$ cat config.mk
export PLATFORM = sky130hd
export DESIGN_NAME = cpu_ctrl
export DESIGN_NICKNAME = d
export VERILOG_FILES = /design/src/rtl/cpu_pkg.sv /design/src/rtl/cpu_ctrl.sv
export SDC_FILE = /design/constraint.sdc
export NUM_CORES = 1
export LEC_CHECK = 0
export CAP_MARGIN = 10
export CORE_ASPECT_RATIO = 1.25
export CORE_MARGIN = 2
export CORE_UTILIZATION = 40
export DETAILED_ROUTE_END_ITERATION = 12
export MAX_ROUTING_LAYER = met4
export PLACE_DENSITY = 0.76
export SLEW_MARGIN = 40
export SYNTH_ARGS = -nofsm -noshare
export SYNTH_HDL_FRONTEND = slang
export SYNTH_SLANG_ARGS = --single-unit
export TNS_END_PERCENT = 5
$ cat constraint.sdc
create_clock -name clk -period 1.6 [get_ports clk]
set_input_delay 0.24 -clock clk [delete_from_list [all_inputs] [get_ports clk]]
set_output_delay 0.24 -clock clk [all_outputs]
set_load 0.01 [all_outputs]
$ cat src/rtl/cpu_pkg.sv
// ---------------------------------------------------------------------------
// cpu_pkg -- shared definitions for the 8-bit accumulator CPU controller.
//
// Holds the data width, the instruction opcodes, the ALU operation codes
// (shared with the ALU sitting beside cpu_ctrl) and the controller state
// encoding. Also provides small opcode-classification helpers.
// ---------------------------------------------------------------------------
package cpu_pkg;

    localparam int DATA_W = 8;

    // Instruction opcodes (upper nibble of the instruction byte)
    localparam logic [3:0] OP_NOP = 4'h0;
    localparam logic [3:0] OP_LDB = 4'h1;
    localparam logic [3:0] OP_ADD = 4'h2;
    localparam logic [3:0] OP_SUB = 4'h3;
    localparam logic [3:0] OP_AND = 4'h4;
    localparam logic [3:0] OP_OR  = 4'h5;
    localparam logic [3:0] OP_XOR = 4'h6;
    localparam logic [3:0] OP_NOT = 4'h7;
    localparam logic [3:0] OP_LDA = 4'h8;
    localparam logic [3:0] OP_JMP = 4'h9;
    localparam logic [3:0] OP_JC  = 4'hA;
    localparam logic [3:0] OP_JZ  = 4'hB;
    localparam logic [3:0] OP_OUT = 4'hC;
    localparam logic [3:0] OP_HLT = 4'hF;

    // ALU operation codes; for opcodes 2..7 the ALU code equals the opcode
    localparam logic [3:0] ALU_ZERO  = 4'h0;
    localparam logic [3:0] ALU_PASSB = 4'h1;
    localparam logic [3:0] ALU_ADD   = 4'h2;
    localparam logic [3:0] ALU_SUB   = 4'h3;
    localparam logic [3:0] ALU_AND   = 4'h4;
    localparam logic [3:0] ALU_OR    = 4'h5;
    localparam logic [3:0] ALU_XOR   = 4'h6;
    localparam logic [3:0] ALU_NOT   = 4'h7;

    // Controller states
    localparam logic [2:0] ST_FETCH     = 3'd0;
    localparam logic [2:0] ST_DECODE    = 3'd1;
    localparam logic [2:0] ST_IMM_FETCH = 3'd2;
    localparam logic [2:0] ST_IMM_LATCH = 3'd3;
    localparam logic [2:0] ST_EXEC      = 3'd4;
    localparam logic [2:0] ST_OUT_WAIT  = 3'd5;
    localparam logic [2:0] ST_HALT      = 3'd6;

    // Opcodes followed by one immediate byte
    function automatic logic needs_imm(input logic [3:0] op);
        return (op == OP_LDB) || (op == OP_LDA) || (op == OP_JMP) ||
               (op == OP_JC)  || (op == OP_JZ);
    endfunction

    // Opcodes whose ALU result is written to ACC/C/Z
    function automatic logic writes_acc(input logic [3:0] op);
        return ((op >= OP_ADD) && (op <= OP_NOT)) || (op == OP_LDA);
    endfunction

endpackage

$ cat src/rtl/cpu_ctrl.sv
// ---------------------------------------------------------------------------
// cpu_ctrl -- multi-cycle control unit of an 8-bit accumulator CPU.
//
// Fetches instructions from a synchronous-read instruction memory, drives an
// external combinational ALU, owns PC/ACC/B/IR/IMM and the C/Z flags, and
// presents a valid/ready output port. The ALU lives beside this block.
//
// Ports:
//   clk, rst          clock, synchronous active-high reset
//   step              (only with CPU_CTRL_STEP_EN) FETCH advances when high
//   imem_addr/_data   instruction memory address / read data (1-cycle latency)
//   alu_op/a/b        ALU operation and operands (a = ACC, b = B or IMM)
//   alu_o/c/z         ALU result, carry/borrow and zero flag
//   out_data/valid    output port value and valid; out_ready handshake input
//   halted            high while in HALT
//
// Configuration macro: CPU_CTRL_STEP_EN adds the step input for single-step
// execution (one instruction per step pulse).
// ---------------------------------------------------------------------------
module cpu_ctrl
    import cpu_pkg::*;
#(
    parameter logic [DATA_W-1:0] RESET_PC = 8'h00
) (
    input  logic              clk,
    input  logic              rst,
`ifdef CPU_CTRL_STEP_EN
    input  logic              step,
`endif
    output logic [DATA_W-1:0] imem_addr,
    input  logic [DATA_W-1:0] imem_data,
    output logic [3:0]        alu_op,
    output logic [DATA_W-1:0] alu_a,
    output logic [DATA_W-1:0] alu_b,
    input  logic [DATA_W-1:0] alu_o,
    input  logic              alu_c,
    input  logic              alu_z,
    output logic [DATA_W-1:0] out_data,
    output logic              out_valid,
    input  logic              out_ready,
    output logic              halted
);

    logic [2:0]        state_reg;
    logic [DATA_W-1:0] pc_reg;
    logic [DATA_W-1:0] acc_reg;
    logic [DATA_W-1:0] b_reg;
    logic [3:0]        ir_reg;      // only the opcode nibble carries meaning
    logic [DATA_W-1:0] imm_reg;
    logic              c_reg;
    logic              z_reg;
    logic [DATA_W-1:0] out_data_reg;
    logic              out_valid_reg;
    logic              fetch_go;
    logic [3:0]        dec_op;
    logic              operand_nibble_unused;

    assign dec_op = imem_data[7:4];
    // The low nibble of an instruction byte has no function in this ISA.
    assign operand_nibble_unused = ^imem_data[3:0];

`ifdef CPU_CTRL_STEP_EN
    assign fetch_go = step;
`else
    assign fetch_go = 1'b1;
`endif

    always_ff @(posedge clk) begin
        if (rst) begin
            state_reg     <= ST_FETCH;
            pc_reg        <= RESET_PC;
            acc_reg       <= '0;
            b_reg         <= '0;
            ir_reg        <= '0;
            imm_reg       <= '0;
            c_reg         <= 1'b0;
            z_reg         <= 1'b0;
            out_data_reg  <= '0;
            out_valid_reg <= 1'b0;
        end else begin
            case (state_reg)
                ST_FETCH: begin
                    if (fetch_go) begin
                        state_reg <= ST_DECODE;
                    end
                end
                ST_DECODE: begin
                    ir_reg <= dec_op;
                    pc_reg <= pc_reg + 8'd1;
                    if (needs_imm(dec_op)) begin
                        state_reg <= ST_IMM_FETCH;
                    end else if (dec_op == OP_OUT) begin
                        // Output is captured on entry and held for the handshake
                        out_data_reg  <= acc_reg;
                        out_valid_reg <= 1'b1;
                        state_reg     <= ST_OUT_WAIT;
                    end else if (dec_op == OP_HLT) begin
                        state_reg <= ST_HALT;
                    end else if ((dec_op == OP_NOP) || (dec_op == 4'hD) || (dec_op == 4'hE)) begin
                        state_reg <= ST_FETCH;
                    end else begin
                        state_reg <= ST_EXEC;
                    end
                end
                ST_IMM_FETCH: begin
                    state_reg <= ST_IMM_LATCH;
                end
                ST_IMM_LATCH: begin
                    imm_reg   <= imem_data;
                    pc_reg    <= pc_reg + 8'd1;
                    state_reg <= ST_EXEC;
                end
                ST_EXEC: begin
                    if (writes_acc(ir_reg)) begin
                        acc_reg <= alu_o;
                        c_reg   <= alu_c;
                        z_reg   <= alu_z;
                    end
                    if (ir_reg == OP_LDB) begin
                        b_reg <= imm_reg;
                    end
                    if ((ir_reg == OP_JMP) ||
                        ((ir_reg == OP_JC) && c_reg) ||
                        ((ir_reg == OP_JZ) && z_reg)) begin
                        pc_reg <= imm_reg;
                    end
                    state_reg <= ST_FETCH;
                end
                ST_OUT_WAIT: begin
                    if (out_ready) begin
                        out_valid_reg <= 1'b0;
                        state_reg     <= ST_FETCH;
                    end
                end
                ST_HALT: begin
                    state_reg <= ST_HALT;
                end
                default: begin
                    state_reg <= ST_FETCH;
                end
            endcase
        end
    end

    // ALU drive: only EXEC issues a real operation; LDA routes IMM through
    // the pass-B path so ACC and flags are loaded by the ALU.
    always_comb begin
        alu_op = ALU_ZERO;
        alu_b  = b_reg;
        if (state_reg == ST_EXEC) begin
            if (ir_reg == OP_LDA) begin
                alu_op = ALU_PASSB;
                alu_b  = imm_reg;
            end else if ((ir_reg >= OP_ADD) && (ir_reg <= OP_NOT)) begin
                alu_op = ir_reg;
            end
        end
    end

    assign alu_a     = acc_reg;
    assign imem_addr = pc_reg;
    assign out_data  = out_data_reg;
    assign out_valid = out_valid_reg;
    assign halted    = (state_reg == ST_HALT);

endmodule

# After elaboration in Yosys (flattened, before gate mapping)
# Index checks and enable logic that the tools add are counted.
[op_classes]
reduce_logical = 22
order_cmp = 2
n_eq_ne = 24
muxes = 17
bitwise = 1
n_addsub = 1
[ops]
columns = ["op", "n"]
rows = [
  ["$eq 4x4->1 const B", 12],
  ["$mux 8", 3],
  ["$pmux 3 s6", 1],
  ["$pmux 8 s2", 1],
  ["$mux 3", 5],
  ["$mux 4", 3],
  ["$eq 3x3->1 const B", 3],
  ["$logic_or 1x1->1", 9],
  ["$add 8x1->8 const B", 1],
  ["$eq 4x1->1 const B", 2],
  ["$ne 2x2->1 const B", 4],
  ["$eq 3x2->1 const B", 2],
  ["$reduce_and 2->1", 3],
  ["$ge 4x2->1 const B", 1],
  ["$le 4x3->1 const B", 1],
  ["$logic_not 4->1", 1],
  ["$reduce_and 4->1", 1],
  ["$reduce_bool 2->1", 2],
  ["$eq 3x1->1 const B", 1],
  ["$logic_and 1x1->1", 3],
  ["$logic_not 3->1", 1],
  ["$mux 1", 3],
  ["$reduce_and 3->1", 1],
  ["$pmux 1 s2", 1],
  ["2 further kinds", 2],
]
[totals]
output_inout_bits = 38
inputBits = 21
regBits = 50
elab_cells = 77

# Depth between registers and ports, before layout
[logic_depth]
depth_word = 8
mapped_depth = 7
mapped_depth_nobuf = 5

# Worst setup path before layout
# OpenSTA, ideal clock, no wires.
[synth_timing]
path_type = "register to output"
startpoint = "reg state_reg[0]"
endpoint = "out alu_op[1]"
slack_ns = 0.072
t_arrival_ns = 1.288
stages_incl_launch_ff = 5
t_required_ns = 1.360
n_path_buf = 2
cell_sequence = "dfxtp_1 buf_2 or3b_1 buf_2 nor3b_1"
[synth_between]
elab_chain_cells = 2
[synth_lines]
columns = ["element", "line_no", "rtl"]
rows = [
  ["start: declaration", "cpu_ctrl.sv:44", "logic [2:0] state_reg;"],
  ["start signal: assignment", "cpu_ctrl.sv:70", "state_reg <= ST_FETCH;"],
  ["start signal: assignment", "cpu_ctrl.sv:84", "state_reg <= ST_DECODE;"],
  ["start signal: assignment", "cpu_ctrl.sv:91", "state_reg <= ST_IMM_FETCH;"],
  ["$eq 3x3->1", "cpu_ctrl.sv:150", "if (state_reg == ST_EXEC) begin"],
  ["$mux 4", "cpu_ctrl.sv:150", ""],
  ["end: declaration", "cpu_ctrl.sv:32", "output logic [3:0] alu_op,"],
]
# No other way between the ends.

# Worst setup path after layout
[layout_timing]
startpoint = "reg ir_reg[0]"
endpoint = "out alu_b[2]"
[layout_between]
elab_chain_cells = 3
[layout_lines]
columns = ["element", "line_no", "rtl"]
rows = [
  ["start: declaration", "cpu_ctrl.sv:48", "logic [3:0] ir_reg;"],
  ["start signal: assignment", "cpu_ctrl.sv:88", "ir_reg <= dec_op;"],
  ["$eq 4x4->1", "cpu_ctrl.sv:151", "if (ir_reg == OP_LDA) begin"],
  ["$mux 8", "cpu_ctrl.sv:151", ""],
  ["$mux 8", "cpu_ctrl.sv:150", ""],
  ["end: declaration", "cpu_ctrl.sv:34", "output logic [DATA_W-1:0] alu_b,"],
]
# No other way between the ends.

==> metrics.csv <==
metric;value;unit
arrival;1.66;ns
synth_edf_count;0;
pre_cts_ws;-0.2693;ns
drc;0;
clockBufferDepth;2;
drt-met1-wl;2454;µm
floorplan.initialDensity;0.4093;
cts_tree;built;
avgRoutedWirePerCell;14.05;µm
netlist_area;2350;µm²
synth_seq_cells;50;
diodes;0;
fin_crit_sh;1.187;
grt_antenna_before_repair;0;
cp-start-kind;flop;
drt_wl_total;5606;µm
rows;31;
yosysWarnings;0;
synth_ff_type;dfxtp_1;
rsz0062_at_grt;yes;
wl_met2;2766;µm
end_kind;output pin;
numPortBuffers;57;
drive_above_1_share;0.2492;
die_w;72.55;µm
vias;2088;
area_growth;40.36;%
swShare;0.2602;
maxCapViolCount;0;
cts_inserted_buffers;5;
p_sw;0.6383;mW
syn_avg_cell_area;9.324;µm²
dieArea;6507;µm²
failed_checks;negative setup slack;
cp.required;1.36;ns
insertion_delay;0.30;ns
p_leak;1.392;nW
seq_power_share;0.535;
yosysUniqueCellTypes;50;
synth_cells;252;
layout_common_cells;clkdlybuf4s50_1, dfxtp_1, nor2_1;
clk_pin_slew_worst_paths;0.09;ns
postRouteAntennaNets;0;
die_height;89.69;µm
grt_overflow;0;
skew;0.004960;ns
num_io_pins;59;
highest-signal-layer;met4;
nets;355;
clkSinkCount;50;
dp_cells;386;
gp_congestion;0.8417;
slew_violations;0;
hold-worst-slack;0.4573;ns
hpwl;4130;µm
fmax;526.7;MHz
grtUsageTotal;0.1843;
yosysSeqAreaShare;0.4260;
wl_met3;256;µm
mostFrequentLayoutCell;clkdlybuf4s50_1;
core;5741;µm²
hold_viol_final;0;
clockPowerShare;0.288;
p_int;1.815;mW
period_needed;1.899;ns
first_iter_violations;112;
fin_util;0.5745;
vdd.ir_drop.worst;0.5223;mV
first_global_vias;2012;
critPathMaxFanout;6;
pwr-share-comb;0.177;
stdcell_count;399;
drt-pass1-iter-count;4;
viasPerCell;5.233;
p_per_area;743.8;nW/µm²
cts_root_buf;clkbuf_8;
grt_max_degree;26;
tns;-2.570;ns
status;complete, but fails checks;
setup_slack;-0.2985;ns
holdCritPathClass;reg -> reg;
syn_nets;274;
postSynth.asyncResetShare;0;
grt_pass1_wl;9163;µm
setup_viol;12;
cts_htree_levels;2;
crit_type;reg -> out;
metrics by stage:
| stage | instance area [µm²] | total power, mW |
|---|---|---|
| floorplan | 2350 | 1.555 |
| global placement | 3134 | 1.741 |
| detailed placement | 3134 | 1.747 |
| CTS | 3276 | 2.458 |
| global route | 3298 | 2.564 |
| finish | 3298 | 2.453 |
cell families (layout without fill, tap and decap cells):
group,after synthesis,after routing,share of synthesized area
and+or+nand+nor,92,92,0.2055
DFF,50,50,0.4260
AOI/OAI and AO/OA,46,46,0.1230
muxes,43,43,0.1874
buffers and inverters,19,100,0.05112
adders and majority gates,1,1,0.005324
other,1,1,0.001596
power groups by stage:
stage	Clock [mW]	Sequential, mW	Combinational, mW
3_5_place_dp	0	1.34	0.408
4_1_cts	0.724	1.31	0.423
6_report	0.707	1.31	0.434
2_1_floorplan	0	1.34	0.213
3_3_place_gp	0	1.34	0.404
5_1_grt	0.774	1.32	0.472
metal layers:
metal / GRT usage / up-vias
li1: - / 1047
met1: 0.2178 / 970
met2: 0.3074 / 59
met3: 0.04129 / 12
met4: 0.06734 / 0
met5: - / -
layout make-up:
class	count	area (µm²)
inverter	3	11.26
tap	66	82.58
clock inverter	1	7.507
sequential	50	1010
clock buffer	6	72.57
timing repair buffer	90	845.8
multi-input combinational	183	1269
fill	505	2442
repair_timing:
item | 4_1_cts | 5_1_grt
hold buffers | 0 | 0
endpoints found under the hold margin | 0 | 0
endpoints found under the setup margin | 20 | 37
buffers inserted | 6 | 0
resized for setup | 58 | 14
cloned | 0 | 0
pin swaps | 5 | 4
critical path, stage by stage (launching register included):
cell	delay, ns
dfxtp_2	0.34
nor4b_4	0.34
nand2_4	0.13
buf_4	0.15
mux2_2	0.27
buf_6	0.12
synthesized netlist by cell type (2+ instances only):
library cell / instances / share of area
and2_1: 4 / 0.011
nor2b_1: 3 / 0.0080
dfxtp_1: 50 / 0.43
nor3b_4: 2 / 0.016
o21ai_0: 13 / 0.028
nand3b_1: 2 / 0.0064
mux2_2: 8 / 0.038
nand2_1: 13 / 0.021
buf_6: 4 / 0.019
nand3_1: 7 / 0.015
nand4_1: 2 / 0.0053
buf_1: 2 / 0.0032
a21oi_1: 18 / 0.038
buf_2: 3 / 0.0064
buf_4: 4 / 0.013
nor3b_1: 2 / 0.0064
inv_1: 3 / 0.0048
clkbuf_1: 3 / 0.0048
mux2i_1: 35 / 0.15
nor3_1: 3 / 0.0064
nor2_1: 42 / 0.067
worst paths after layout:
kind,start,slack [ns],cells past startpoint,endpoint
worst max register to register,ir_reg[0],-0.01,7,alu_a[7]
worst min-delay path,out_valid,0.46,2,out_valid
worst min register to register,out_valid,0.46,2,out_valid
worst max-delay path,ir_reg[0],-0.30,5,alu_b[2]
(Power assumes the default switching activity.)
